File: config.mk
export PLATFORM = sky130hd
export DESIGN_NAME = debounce_sync
export DESIGN_NICKNAME = d
export VERILOG_FILES = /design/src/rtl/debounce_pkg.sv /design/src/rtl/debounce_sync_sync_chain.sv /design/src/rtl/debounce_sync.sv
export SDC_FILE = /design/constraint.sdc
export NUM_CORES = 1
export LEC_CHECK = 0
export CORE_MARGIN = 2
export CORE_UTILIZATION = 25
export CTS_CLUSTER_DIAMETER = 200
export DETAILED_ROUTE_END_ITERATION = 16
export GPL_TIMING_DRIVEN = 0
export PLACE_DENSITY = 0.44
export SLEW_MARGIN = 10
export SYNTH_ARGS = -nofsm -noshare
export SYNTH_HDL_FRONTEND = slang
export SYNTH_HIERARCHICAL = 1
export SYNTH_SLANG_ARGS = --single-unit
File: constraint.sdc
create_clock -name clk -period 1.42 [get_ports clk]
set_input_delay 0.355 -clock clk [delete_from_list [all_inputs] [get_ports clk]]
set_output_delay 0.355 -clock clk [all_outputs]
set_load 0.02 [all_outputs]
File: src/rtl/debounce_pkg.sv
// debounce_pkg: shared defaults, counter sizing helper and state encoding for debounce_sync.
package debounce_pkg;
    localparam int DEFAULT_SYNC_STAGES   = 2;
    localparam int DEFAULT_STABLE_CYCLES = 10;

    typedef enum logic {IDLE, QUALIFY} state_t;

    // Smallest counter width able to hold 0..stable_cycles-1.
    function automatic int cnt_width(input int stable_cycles);
        return (stable_cycles > 1) ? $clog2(stable_cycles) : 1;
    endfunction
endpackage

File: src/rtl/debounce_sync_sync_chain.sv
// sync_chain: N-stage flop chain bringing an asynchronous level into the clk domain.
module sync_chain #(
    parameter int   N         = 2,
    parameter logic RESET_VAL = 1'b0
) (
    input  logic clk,
    input  logic rst,
    input  logic d,
    output logic q
);
    logic [N-1:0] r;

    always_ff @(posedge clk or posedge rst) begin
        if (rst) r <= {N{RESET_VAL}};
        else     r <= {r[N-2:0], d};
    end

    assign q = r[N-1];
endmodule

File: src/rtl/debounce_sync.sv
// debounce_sync: synchronise and debounce a raw level into dout with rise/fall pulses.
// Optional DEBOUNCE_TOGGLE_EN adds a toggle output that flips on every rise pulse.
module debounce_sync
    import debounce_pkg::*;
#(
    parameter int   SYNC_STAGES   = DEFAULT_SYNC_STAGES,
    parameter int   CNT_W         = 4,
    parameter int   STABLE_CYCLES = DEFAULT_STABLE_CYCLES,
    parameter logic RESET_VAL     = 1'b0
) (
    input  logic clk,
    input  logic rst,
    input  logic din,
    output logic dout,
    output logic rise,
    output logic fall,
    output logic busy
`ifdef DEBOUNCE_TOGGLE_EN
    ,
    output logic toggle
`endif
);
    if (SYNC_STAGES < 2 || STABLE_CYCLES < 1 || CNT_W < cnt_width(STABLE_CYCLES)) begin : g_bad_params
        $error("debounce_sync: illegal SYNC_STAGES/STABLE_CYCLES/CNT_W combination");
    end

    localparam logic [CNT_W-1:0] LAST = CNT_W'(STABLE_CYCLES - 1);

    logic             s;
    logic             done;
    logic [CNT_W-1:0] cnt;
    logic [CNT_W-1:0] cnt_nxt;
    state_t           state;

    sync_chain #(.N(SYNC_STAGES), .RESET_VAL(RESET_VAL)) u_sync (
        .clk (clk),
        .rst (rst),
        .d   (din),
        .q   (s)
    );

    // A matching sample aborts qualification; reaching LAST commits the change.
    always_comb begin
        done    = (s != dout) && (cnt == LAST);
        cnt_nxt = (s == dout || done) ? '0 : cnt + 1'b1;
        state   = (cnt != '0) ? QUALIFY : IDLE;
        busy    = (state == QUALIFY);
    end

    always_ff @(posedge clk or posedge rst) begin
        if (rst) begin
            cnt  <= '0;
            dout <= RESET_VAL;
            rise <= 1'b0;
            fall <= 1'b0;
        end else begin
            cnt  <= cnt_nxt;
            dout <= done ? s : dout;
            rise <= done & s;
            fall <= done & ~s;
        end
    end

`ifdef DEBOUNCE_TOGGLE_EN
    always_ff @(posedge clk or posedge rst) begin
        if (rst) toggle <= 1'b0;
        else     toggle <= toggle ^ (done & s);
    end
`endif
endmodule

==> results.json <==
{
  "status": "completed",
  "ff_latch_area_sq_um": 226,
  "cts_made_buffers": 3,
  "critPathMaxStageDelay_ns": 0.43,
  "max_slew_margin": 0.821,
  "grt_max_degree": 8,
  "rows": 14,
  "synthTopCellsByCount": "9 x dfrtp_1, 4 x inv_1, 4 x nor2_1, 3 x ha_1",
  "power.density_nw_per_um2": 1240,
  "diodes": 0,
  "syn_area_sq_um": 389,
  "nFillCells": 144,
  "routed_wl_um": 612,
  "io_pins": 7,
  "cts-root-buf": "clkbuf_4",
  "yosysTopAreaCell": "dfrtp_1",
  "critPathLaunchType": "flop",
  "detail_route.iter0.violations": 1,
  "die_x_um": 43.5,
  "drc_errors": 0,
  "final.min_clock_period_ns": 1.39,
  "avgSynthCellArea_sq_um": 12.6,
  "place_area_sq_um": 469,
  "cts_buffer_depth": 2,
  "cts_tree": "yes",
  "crit_required_ns": 1.07,
  "rsz0062_at_grt": "true",
  "cts.sinks": 9,
  "synthFlopType": "dfrtp_1",
  "yosysUniqueCellTypes": 12,
  "die_h_um": 43.5,
  "die_area_sq_um": 1890,
  "area_growth_pct": 37.6,
  "grt_pass1_vias": 248,
  "worstPathCellList": "inv_2 > ha_4 > nand2_2 > buf_6",
  "vdd_drop_max_uv": 439,
  "firstDrtPassIters": 2,
  "port_buffers": 6,
  "fin_setup_tns_ns": 0,
  "synth_area_leaders": "dfrtp_1 58%, ha_1 9.6%, nand3b_4 5.1%",
  "crit_arrival_ns": 1.04,
  "clock_latency_ns": 0.25,
  "hold_class": "in2async",
  "hold_buffers": 0,
  "critPathKind": "reg2out",
  "period_share": 0.981,
  "detail_route.wl_per_cell_um": 10.2,
  "power.leakage_nw": 0.296,
  "antenna_found_initial": 0,
  "yosysWarningCount": 6,
  "fin_area_sq_um": 536,
  "synth_edf_count": 0,
  "worst_pin_slew_ns": 0.268,
  "vias": 243,
  "multiInputGateArea_sq_um": 166,
  "async_flop_share": 1.00,
  "syn_nets": 37,
  "seq_area_frac_synth": 0.579,
  "track_usage": 0.0807,
  "h-tree-depth": 1,
  "crit_path_max_fanout": 4,
  "core_sq_um": 1490,
  "cp_slowest_cell": "dfrtp_2",
  "ys_seq_elements": 9,
  "ant_nets": 0,
  "drive_gt1_frac": 0.364,
  "syn_inst": 31,
  "setup_viol": 0,
  "max_freq_mhz": 718,
  "netlist.area_leader.share": 0.579,
  "nets": 51,
  "synth.most_common_cell": "dfrtp_1",
  "drv_cap": 0,
  "grt_overflow": 0,
  "hold_slack_ns": 0.275,
  "cts.clk_slew.worst_paths_ns": 0.06,
  "via_per_inst": 4.05,
  "finalHoldViolations": 0,
  "setup.worst_path.end_class": "output pin",
  "slew_violations": 0,
  "fin_worst_skew_ns": 0.000687,
  "dp_hpwl_um": 425,
  "fin_ws_ns": 0.0272,
  "start_util": 0.261,
  "globalplace.congestion": 0.627,
  "place_ws_ns": -0.237,
  "grt_pass1_wl_um": 1030
}
-- kinds of logic (layout without fill, tap and decap cells) --
group,Yosys count,count (layout),synth area share
mux,1,1,0.0386
fa+ha+maj,3,3,0.0965
xor+xnor,3,3,0.0675
simple gates,11,11,0.180
buf+inv,4,17,0.0386
flops,9,9,0.579
-- report_power, final --
| part | total [W] | switching [W] | internal (W) |
|---|---|---|---|
| Combinational | 0.000173 | 0.0000784 | 0.0000943 |
| Sequential | 0.000301 | 0.0000221 | 0.000279 |
| Clock | 0.000191 | 0.0000830 | 0.000108 |
| Total | 0.000665 | 0.000183 | 0.000481 |
-- state kept, by name, indices dropped and copies added, names as in the netlist --
| register | flops |
|---|---|
| rise | 1 |
| fall | 1 |
| dout | 1 |
| cnt | 4 |
| u_sync/r | 2 |
-- layer usage --
layer / track usage / vias up / routed length, um
met2: 0.101 / 4 / 316
met3: 0.0375 / 0 / 25
li1: - / 123 / -
met1: 0.101 / 116 / 270
met5: 0 / - / 0
met4: 0.0727 / 0 / 0
-- path summary, 6_finish.rpt --
check                                  from          end  slack (ns)  cells after the start
min in group clk                u_sync/r[0]  u_sync/r[1]        0.36                      0
max in group asynchronous               rst       cnt[0]        0.83                      2
worst max-delay path                 cnt[0]         busy        0.03                      4
worst min register to register  u_sync/r[0]  u_sync/r[1]        0.36                      0
worst max register to register       cnt[1]         dout        0.22                      4
worst min-delay path                    rst  u_sync/r[0]        0.27                      2
-- layout by cell type, fill, tap and decap left out, drive strengths merged --
master         count
mux2               1
nand2              2
xor2               2
dlygate4sd2        2
nand3              1
buf                4
nand3b             1
ha                 3
inv                4
clkbuf             4
nor3b              2
clkdlybuf4s50      2
clkdlybuf4s15      1
and3               1
nor2               4
dfrtp              9
xnor2              1
-- per-stage QoR --
stage | instances | utilization | power [W]
final | 60 | 0.360 | 0.000665
after global placement | 53 | 0.315 | 0.000422
after detailed placement | 53 | 0.315 | 0.000427
after floorplan | 31 | - | 0.000379
after CTS | 57 | 0.334 | 0.000638
after global routing | 60 | 0.360 | 0.000714
-- area by class of cell --
cell class | count | area share
tap | 16 | 0.0374
multi-input combinational | 18 | 0.311
timing repair buffer | 9 | 0.152
inverter | 4 | 0.0280
clock buffer | 4 | 0.0491
sequential | 9 | 0.423
-- what timing repair did --
item	in CTS	in global routing
setup buffers	0	3
endpoints found under the setup margin	4	2
resized for setup	11	6
pin swaps	1	0
-- worst max-delay path: cells and delay by family, from the launching register on --
kind / cells / cell delay (ns)
flops: 1 / 0.43
buf+inv: 2 / 0.19
fa+ha+maj: 1 / 0.12
simple gates: 1 / 0.04
No activity file was read; power rests on OpenSTA's default activity.
